[src/rtl/arb_mux_nto1.sv]
// rtl/arb_mux_nto1.sv - N-channel arbitrated selector with registered valid/ready output
module arb_mux_nto1 #(
    parameter int NCH  = 4,
    parameter int W    = 8,
    parameter int IDXW = 2
) (
    input  logic              clk,
    input  logic              rst,
    input  logic              mode,
    input  logic [NCH-1:0]    in_valid,
    input  logic [NCH*W-1:0]  in_data,
    output logic [NCH-1:0]    in_ready,
    output logic              out_valid,
    output logic [W-1:0]      out_data,
    output logic [IDXW-1:0]   out_ch,
    input  logic              out_ready
);

    logic [IDXW-1:0] ptr;
    logic [IDXW-1:0] gsel;
    logic [IDXW-1:0] ptr_nxt;
    logic [IDXW-1:0] cand;
    logic [IDXW:0]   sum;
    logic            found;
    logic            load;
    logic            grant;
    logic [W-1:0]    chan [NCH];
    logic [W-1:0]    gdata;

    always_comb begin
        for (int k = 0; k < NCH; k++) begin
            chan[k] = in_data[k*W +: W];
        end
    end

    assign load = ~out_valid | out_ready;

    // Walk the channels starting at ptr (round-robin) or 0 (fixed), wrapping at NCH.
    always_comb begin
        found = 1'b0;
        gsel  = '0;
        sum   = '0;
        cand  = '0;
        for (int i = 0; i < NCH; i++) begin
            sum = {1'b0, (mode ? ptr : {IDXW{1'b0}})} + (IDXW+1)'(i);
            if (sum >= (IDXW+1)'(NCH)) begin
                sum = sum - (IDXW+1)'(NCH);
            end
            cand = sum[IDXW-1:0];
            if (!found && in_valid[cand]) begin
                found = 1'b1;
                gsel  = cand;
            end
        end
    end

    assign gdata   = chan[gsel];
    assign grant   = load & found & ~rst;
    assign ptr_nxt = (gsel == IDXW'(NCH-1)) ? '0 : gsel + 1'b1;

    always_comb begin
        in_ready = '0;
        if (grant) begin
            in_ready[gsel] = 1'b1;
        end
    end

    always_ff @(posedge clk) begin
        if (rst) begin
            out_valid <= 1'b0;
            out_data  <= '0;
            out_ch    <= '0;
            ptr       <= '0;
        end else if (load) begin
            if (found) begin
                out_valid <= 1'b1;
                out_data  <= gdata;
                out_ch    <= gsel;
                if (mode) begin
                    ptr <= ptr_nxt;
                end
            end else begin
                out_valid <= 1'b0;
            end
        end
    end

endmodule

[config.mk]
export PLATFORM = sky130hd
export DESIGN_NAME = arb_mux_nto1
export DESIGN_NICKNAME = d
export VERILOG_FILES = /design/src/rtl/arb_mux_nto1.sv
export SDC_FILE = /design/constraint.sdc
export NUM_CORES = 1
export LEC_CHECK = 0
export CAP_MARGIN = 10
export CORE_AREA = 2 2 57 59
export DETAILED_ROUTE_END_ITERATION = 8
export DIE_AREA = 0 0 59 61
export PLACE_DENSITY = 0.82
export SLEW_MARGIN = 20
export SYNTH_ARGS = -nofsm -noshare
export SYNTH_HDL_FRONTEND = slang
export SYNTH_SLANG_ARGS = --single-unit
[constraint.sdc]
create_clock -name clk -period 3.6 [get_ports clk]
set_input_delay 0.9 -clock clk [delete_from_list [all_inputs] [get_ports clk]]
set_output_delay 0.9 -clock clk [all_outputs]
set_load 0.01 [all_outputs]
==> results.toml, run 1 <==
[clock_network]
cts_buffers = 3
cts_tree = "built"
clockBufferDepth = 2
htreeDepth = 1
path_clk_slew_ns = 0.08
cts.sinks = 13
clk_root_buffer_cell = "clkbuf_4"
clock_latency_ns = 0.27

[worst_setup_path]
rr_worst_depth = 8
arrival_ns = 2.64
r2r_end = "out_data[3]"
crit_end = "in_ready[0]"
cp.required_ns = 2.70
reg2reg_from = "ptr[0]"
crit_fanout = 7
cp-start-kind = "input port"
path_class = "in2out"
cp-startpoint = "mode"
cp-end-kind = "primary output"
reg2reg_slack_ns = 0.75

[power_and_ir_drop]
switchingPower_uw = 191
p_int_uw = 386
ir_drop_v = 0.000209
p_total_uw = 577
p_seq_frac = 0.318
pwr-share-comb = 0.526
leakage_nw = 0.786
pwr-share-clk = 0.156
p_sw_frac = 0.332
power_density_mw_per_mm2 = 301

[yosys]
synthXorXnorAreaFrac = 0.00768
synth_fa_ha_area_frac = 0
synth_area_mm2 = 0.00114
synth_ff_type = "dfxtp_1"
synth-seq-cells = 13
synth_edf_count = 0
seq_area_frac_synth = 0.228
ys_types = 44
syn_inst = 132
ys_warn_count = 0
synth_compound_area_frac = 0.230
synth-simple-area-share = 0.258
synth.avg_cell_area_um2 = 8.64
synth_nets = 172
synth_top_family_by_area = "simple AND/OR/NAND/NOR gates"
synthMuxAreaShare = 0.190
async_flop_share = 0

[job]
cap_violations = 0

[timing]
max_freq_mhz = 283
tightest_slew_ns = 0.594
hold_viol = 0
relSlewSlack = 0.603
fin_skew_ns = 0.00493
fin_setup_tns_ns = 0
period_share = 0.982
final_max_slew_viol_count = 0
setup_viol_count_final = 0
period_minus_slack_ns = 3.54

[finish]
utilization = 0.648
fin_nets = 242
antenna_cells = 0
final_area_mm2 = 0.00191
area_delta_synth_final_pct = 67.8
drive_above_1_share = 0.279

[hold_path]
hold_path_class = "reg2reg"

[route]
routed-wl-met3_um = 382
top_layer = "met4"
wl_met2_um = 1870
routedWlPerCell_um = 15.8
ant_nets = 0
drt_iter0_drc = 62
routed_wl_um = 3690
met1_length_um = 1350
drc = 0
vias = 1364
first_pass_iters = 5
via_per_inst = 5.83

[floorplanning]
die_area_mm2 = 0.00360
start_util = 0.386
rows = 20
design.core.area_mm2 = 0.00295
fp.dieH_um = 61
chipWidth_um = 59
ios = 55

[global_routing]
grt_pass1_wl_um = 5790
grt_overflow = 0
grt_max_degree = 17
grt_pass1_vias = 1329
antenna_found_initial = 0
grt_usage = 0.211

[placement]
hpwl_um = 2720
place_area_mm2 = 0.00180
numPortBuffers = 54
place_congestion = 0.838

[status]
run_status = "completed"
## per-layer routing
metal | GRT usage | up-vias
li1 | - | 652
met1 | 0.235 | 620
met2 | 0.378 | 81
met3 | 0.0512 | 11
met4 | 0.0974 | 0
met5 | 0 | -
## placed cells by master, fill, tap and decap left out, drive strengths merged, types with 2 or more instances in the layout
cell,netlist,layout
nand4,16,16
o21ai,4,4
nand2,7,7
a21oi,7,7
nor3b,2,2
and3,2,2
dfxtp,13,13
nor2,6,6
mux2i,10,10
and2,3,3
inv,3,3
clkdlybuf4s15,0,2
clkdlybuf4s50,0,45
dlygate4sd2,0,3
mux2,9,9
nor2b,3,3
nand2b,4,4
a221o,8,8
buf,9,28
clkbuf,5,5
a211o,2,2
## cell families after synthesis
group | after synthesis
AND/OR/NAND/NOR | 50
AO/OA/AOI/OAI | 32
multiplexers | 19
buffers and inverters | 17
flip-flops | 13
XOR/XNOR | 1
## worst min path at each step
stage	start	endpoint	cells after the start	slack [ns]
floorplan	out_valid	out_valid	2	0.48
global placement	out_valid	out_valid	2	0.46
detailed placement	out_valid	out_valid	2	0.47
CTS	out_valid	out_valid	2	0.48
global route	out_ch[0]	out_ch[0]	2	0.51
finish	out_valid	out_valid	2	0.47
## stage by stage
stage	setup WS, ns	instances	hold slack [ns]
global route	-0.0203	234	0.512
detailed placement	-0.623	227	0.467
CTS	0.00111	231	0.478
global placement	-0.601	227	0.457
floorplan	0.170	132	0.482
finish	0.0647	234	0.473
## state kept, by name (all words and copies together) (netlist names)
signal     flops
out_data       8
ptr            2
out_ch         2
out_valid      1
## worst max-delay path, cell delays in order
cell and delay, ns:
buf_2 0.16, buf_6 0.14, nand2_2 0.06, o311a_1 0.37
a211o_1 0.28, a41o_4 0.30, and2_1 0.14, dlygate4sd2_1 0.28
## layout make-up
| cell class | instances | area, um2 |
|---|---|---|
| multi-input combinational | 102 | 866 |
| timing repair buffer | 79 | 709 |
| clock buffer | 4 | 26.3 |
| tap | 33 | 41.3 |
| sequential | 13 | 260 |
| fill | 255 | 1040 |
| inverter | 3 | 11.3 |
## what timing repair did
action	4_1_cts	5_1_grt
endpoints found under the hold margin	0	0
pin swaps	3	4
buffers inserted	0	3
endpoints found under the setup margin	4	4
hold buffers	0	0
resized for setup	28	14
## power groups by stage
stage                     clock network [mW]  logic, mW  registers [mW]
after floorplan                            0      0.150           0.186
after global placement                     0      0.273           0.184
after detailed placement                   0      0.282           0.184
after CTS                             0.0915      0.290           0.182
after global routing                   0.101      0.325           0.187
final                                 0.0899      0.303           0.184
## cells in the mapped netlist (2+ instances only)
| cell | n | area share |
|---|---|---|
| a21oi_1 | 7 | 0.031 |
| a221o_1 | 8 | 0.070 |
| and2_1 | 3 | 0.016 |
| and3_1 | 2 | 0.011 |
| buf_2 | 4 | 0.018 |
| buf_4 | 2 | 0.013 |
| buf_6 | 3 | 0.030 |
| clkbuf_1 | 5 | 0.016 |
| dfxtp_1 | 13 | 0.23 |
| inv_1 | 3 | 0.0099 |
| mux2_1 | 2 | 0.020 |
| mux2_2 | 3 | 0.030 |
| mux2_4 | 4 | 0.053 |
| mux2i_1 | 10 | 0.088 |
| nand2_1 | 6 | 0.020 |
| nand2b_1 | 4 | 0.022 |
| nand4_1 | 16 | 0.088 |
| nor2_1 | 6 | 0.020 |
| nor2b_1 | 3 | 0.016 |
| nor3b_1 | 2 | 0.013 |
| o21ai_0 | 3 | 0.013 |
Power figures use the tool's default switching activity.
==> inputs of run 2 (changes only) <==
--- a/config.mk
+++ b/config.mk
@@ -6,11 +6,10 @@
 export NUM_CORES = 1
 export LEC_CHECK = 0
 export CAP_MARGIN = 10
-export CORE_AREA = 2 2 57 59
+export CORE_AREA = 2 2 56 58
 export DETAILED_ROUTE_END_ITERATION = 8
-export DIE_AREA = 0 0 59 61
-export PLACE_DENSITY = 0.82
-export SLEW_MARGIN = 20
+export DIE_AREA = 0 0 58 60
+export PLACE_DENSITY = 0.85
 export SYNTH_ARGS = -nofsm -noshare
 export SYNTH_HDL_FRONTEND = slang
 export SYNTH_SLANG_ARGS = --single-unit
==> run 2 against run 1 <==
  * Worst hold slack improved by 0.0028 ns
  * Non-clock buffer count increased by 6
  * Routed wire length decreased by 1.3%
  * First-iteration DRC count decreased by 48%
  * Sequential power about the same
  * Flip-flop and latch count unchanged
  * Critical endpoint unchanged
==> results.toml, run 2 (synthesized netlist as in run 1, its figures left out) <==
[worst_setup_path]
critical_path_buf_inv_count = 4
cp-start-kind = "input port"
crit_family = "compound AO/OA/AOI/OAI gates"
cp.required_ns = 2.70
path_common_cell = "buf_4"
critical_path.cell_chain = "clkdlybuf4s15_2 -> buf_4 -> o311a_1 -> a211o_1 -> a41o_4 -> buf_4 -> and2_1 -> clkbuf_2"
path_class = "in2out"
slowest_stage = "o311a_1"
slowest_delay_ns = 0.36
arrival_ns = 2.62
crit_fanout = 7
cp-end-kind = "primary output"

[placement]
hpwl_um = 2600
place_congestion = 0.840
dp_worst_setup_slack_ns = -0.701
dp.cells = 232
place_area_mm2 = 0.00184
numPortBuffers = 54

[clock_network]
path_clk_slew_ns = 0.08
clock_latency_ns = 0.28
clockBufferDepth = 2
clk_root_buffer_cell = "clkbuf_4"
htreeDepth = 1
cts_buffers = 3
cts.sinks = 13
cts_tree = "built"

[finish]
antenna_cells = 0
fin_cells = 240
area_delta_synth_final_pct = 70.0
largest_reg_flops = 8
final_cell_mix = "clkdlybuf4s50_1 (45), buf_4 (30), nand4_1 (16)"
drive_above_1_share = 0.324
mostFrequentLayoutCell = "clkdlybuf4s50_1"
utilization = 0.668
top_register = "out_data"
final_area_mm2 = 0.00194
fin_nets = 248
reg.largest.list = "out_data: 8 flops, out_ch: 2 flops, ptr: 2 flops"

[timing]
tightest_slew_ns = 0.593
final_max_slew_viol_count = 0
max_freq_mhz = 284
setup_viol_count_final = 0
fin_setup_tns_ns = 0
period_share = 0.978
setup_ws_ns = 0.0789
period_minus_slack_ns = 3.52
relSlewSlack = 0.603
fin_skew_ns = 0.00912
hold_ws_ns = 0.476
hold_viol = 0

[floorplanning]
rows = 20
chipWidth_um = 58
die_area_mm2 = 0.00348
start_util = 0.393
design.core.area_mm2 = 0.00290
fp.dieH_um = 60
ios = 55

[route]
routedWlPerCell_um = 15.2
ant_nets = 0
drt_iter0_drc = 32
drc = 0
vias = 1348
first_pass_iters = 4
routed_wl_um = 3640
via_per_inst = 5.62

[status]
run_status = "completed"

[global_routing]
grt_overflow = 0
use_met3 = 0.0455
grt_pass1_wl_um = 5620
grt_pass1_vias = 1254
busiest_layer = "met2"
grt_max_degree = 17
grt_usage = 0.209
antenna_found_initial = 0
met2_usage = 0.364
grtUsageMet1 = 0.263

[power_and_ir_drop]
ir_drop_v = 0.000267
leakage_nw = 0.799
p_total_uw = 587
power_density_mw_per_mm2 = 303

[job]
cap_violations = 0

[hold_path]
hold_path_class = "reg2reg"
run 2: repair_timing:
action                     in CTS  in global routing
hold buffers                    0                  0
setup buffers                   2                  2
resized for setup              31                 15
pin swaps                       4                  5
setup endpoints to repair       4                  4
run 2: area by class of cell:
cell class	count	area (um2)
flip-flops and latches	13	260
fillers	246	963
inverters	3	11.3
repair buffers	85	757
clock buffers	4	26.3
well taps	33	41.3
multi-input cells	102	843
run 2: routing by layer:
metal	vias up	wire length [um]
li1	666	-
met1	633	1540
met2	45	1880
met3	4	192
met4	0	27
met5	-	0
run 2: where the power goes:
group | internal, mW | total (mW) | switching (mW)
clock | 0.0430 | 0.0946 | 0.0516
combinational | 0.185 | 0.310 | 0.124
sequential | 0.165 | 0.182 | 0.0178
run 2: path summary, 6_finish.rpt:
path,start,slack [ns],end,depth (start not counted)
max reg2reg,ptr[0],0.78,out_data[3],8
min reg2reg,out_valid,0.48,out_valid,2
min,out_valid,0.48,out_valid,2
max,in_valid[0],0.08,in_ready[0],8
run 2: tightest hold or removal path: stages (launching register included):
cell,delay (ns)
dfxtp_1,0.33
nand2_1,0.06
a21oi_1,0.05
==> inputs of run 3 (changes only) <==
--- a/config.mk
+++ b/config.mk
@@ -6,9 +6,9 @@
 export NUM_CORES = 1
 export LEC_CHECK = 0
 export CAP_MARGIN = 10
-export CORE_AREA = 2 2 56 58
+export CORE_AREA = 3 3 57 59
 export DETAILED_ROUTE_END_ITERATION = 8
-export DIE_AREA = 0 0 58 60
+export DIE_AREA = 0 0 60 62
 export PLACE_DENSITY = 0.85
 export SYNTH_ARGS = -nofsm -noshare
 export SYNTH_HDL_FRONTEND = slang
==> run 3 against run 2 <==
  * Sequential power is essentially flat
  * Core utilization increased by 2.0 points
  * Clock power is essentially flat
  * Register-to-register slack improved by 0.10 ns
  * Routed wire length about the same
  * Die area up 6.9%
  * Combinational power down 4%
  * Critical path depth up 1
  * Critical endpoint unchanged
  * Largest power group unchanged
==> results.toml, run 3 (synthesized netlist as in run 1, its figures left out) <==
[finish]
utilization = 0.688
top_register = "out_data"
fin_nets = 242
fillers = 202
drive_above_1_share = 0.269
mostFrequentLayoutCell = "clkdlybuf4s50_1"
largest_reg_flops = 8
final_cell_mix = "clkdlybuf4s50_1 (45), buf_4 (24), nand4_1 (16)"
area_delta_synth_final_pct = 66.2
antenna_cells = 0
final_area_mm2 = 0.00190
reg.largest.list = "out_data: 8 flops, out_ch: 2 flops, ptr: 2 flops"

[floorplanning]
rows = 19
ios = 55
chipWidth_um = 60
fp.dieH_um = 62
start_util = 0.414
die_area_mm2 = 0.00372
design.core.area_mm2 = 0.00276

[hold_path]
whs_path_depth = 2
hold_path_class = "reg2reg"
hold_path.startpoint = "out_valid"
whs_endpoint = "out_valid"

[route]
routed_wl_um = 3640
ant_nets = 0
vias = 1351
via_per_inst = 5.82
routedWlPerCell_um = 15.7
first_pass_iters = 5
drc = 0
drt_iter0_drc = 88

[power_and_ir_drop]
p_int_uw = 383
leakage_nw = 0.787
power_density_mw_per_mm2 = 303
pwr-share-clk = 0.164
pwr-share-comb = 0.516
ir_drop_v = 0.000224
p_sw_frac = 0.335
p_seq_frac = 0.321
switchingPower_uw = 193

[global_routing]
grt_usage = 0.209
antenna_found_initial = 0
grt_overflow = 0
grt_pass1_wl_um = 5840
grt_max_degree = 17
grt_pass1_vias = 1324

[placement]
numPortBuffers = 54
place_area_mm2 = 0.00179
hpwl_um = 2710
dp_worst_setup_slack_ns = -0.658
place_congestion = 0.848

[worst_setup_path]
cp.required_ns = 2.70
slowest_stage = "o21ai_1"
crit_family = "compound AO/OA/AOI/OAI gates"
critical_path_buf_inv_count = 2
cp-start-kind = "input port"
cp-end-kind = "primary output"
slowest_delay_ns = 0.31
critical_path.cell_chain = "clkbuf_2 -> nor3b_1 -> o21ai_1 -> a2111oi_4 -> a211o_2 -> and2_4 -> nor2b_4 -> and2_1 -> dlygate4sd2_1"
path_class = "in2out"
crit_fanout = 6
reg2reg_slack_ns = 0.88
r2r_end = "out_data[3]"
reg2reg_from = "ptr[0]"
rr_worst_depth = 7
arrival_ns = 2.60

[clock_network]
clockBufferDepth = 2
cts_tree = "built"
hold_buffers = 0
clock_latency_ns = 0.28
path_clk_slew_ns = 0.08
cts.sinks = 13
clk_root_buffer_cell = "clkbuf_4"
cts_buffers = 3
htreeDepth = 1

[timing]
tightest_slew_ns = 0.603
fin_setup_tns_ns = 0
max_freq_mhz = 286
period_share = 0.971
fin_skew_ns = 0.000520
period_minus_slack_ns = 3.50
setup_viol_count_final = 0
final_max_slew_viol_count = 0
hold_viol = 0
rsz0062_at_grt = "false"
relSlewSlack = 0.597
setup_ws_ns = 0.104

[status]
run_status = "completed"

[job]
cap_violations = 0
run 3: changes by cell type in the layout (fill, tap and decap cells not counted), moves of 2 or more:
cell	previous run	this run
nor3b_1	0	2
nor3b_2	2	0
buf_4	30	24
clkdlybuf4s15_2	4	0
dlygate4sd2_1	0	2
o21ai_1	0	2
run 3: timing repair:
| action | in CTS | in global routing |
|---|---|---|
| gates resized for setup | 26 | 17 |
| pin swaps | 3 | 2 |
| buffers inserted | 2 | 2 |
| endpoints found under the setup margin | 4 | 4 |
run 3: metrics by stage:
step                hold slack [ns]  std cells  power (mW)
global placement              0.453        224       0.456
finish                        0.472        232       0.576
floorplan                     0.482        132       0.336
global route                  0.515        232       0.608
CTS                           0.473        230       0.566
detailed placement            0.461        224       0.465
run 3: power by group through the flow:
stage	Sequential, mW	Combinational, mW	Clock [mW]
final	0.185	0.297	0.0943
after global routing	0.188	0.318	0.103
after CTS	0.183	0.289	0.0947
after detailed placement	0.185	0.279	0
after global placement	0.184	0.271	0
after floorplan	0.186	0.150	0
run 3: how the worst max path moves through the flow:
stage | from | endpoint | slack [ns] | cells past startpoint
floorplan | in_valid[1] | in_ready[0] | 0.17 | 9
global placement | in_valid[2] | in_ready[1] | -0.60 | 9
detailed placement | in_valid[2] | in_ready[0] | -0.66 | 9
CTS | in_valid[2] | in_ready[2] | 0.002 | 9
global route | in_valid[3] | in_ready[0] | 0.02 | 9
finish | in_valid[3] | in_ready[0] | 0.10 | 9
run 3: area by class of cell:
cell class,count,area (um2),area share
Timing Repair Buffer,79,699,0.369
Sequential cell,13,260,0.137
Clock buffer,4,26.3,0.0139
Tap cell,31,38.8,0.0204
Multi-Input combinational cell,102,861,0.454
Inverter,3,11.3,0.00594
run 3: routing by layer:
metal	track usage	vias up	wire length (um)
li1	-	655	-
met1	0.232	629	1450
met2	0.378	60	1870
met3	0.0496	7	254
met4	0.0918	0	72
met5	0	-	0
run 3: worst reg2reg max path: cells and delay by family (launching register included):
kind / cells / cell delay, ns
compound gates: 4 / 1.31
buf+inv: 2 / 0.39
flops: 1 / 0.58
mux: 1 / 0.33
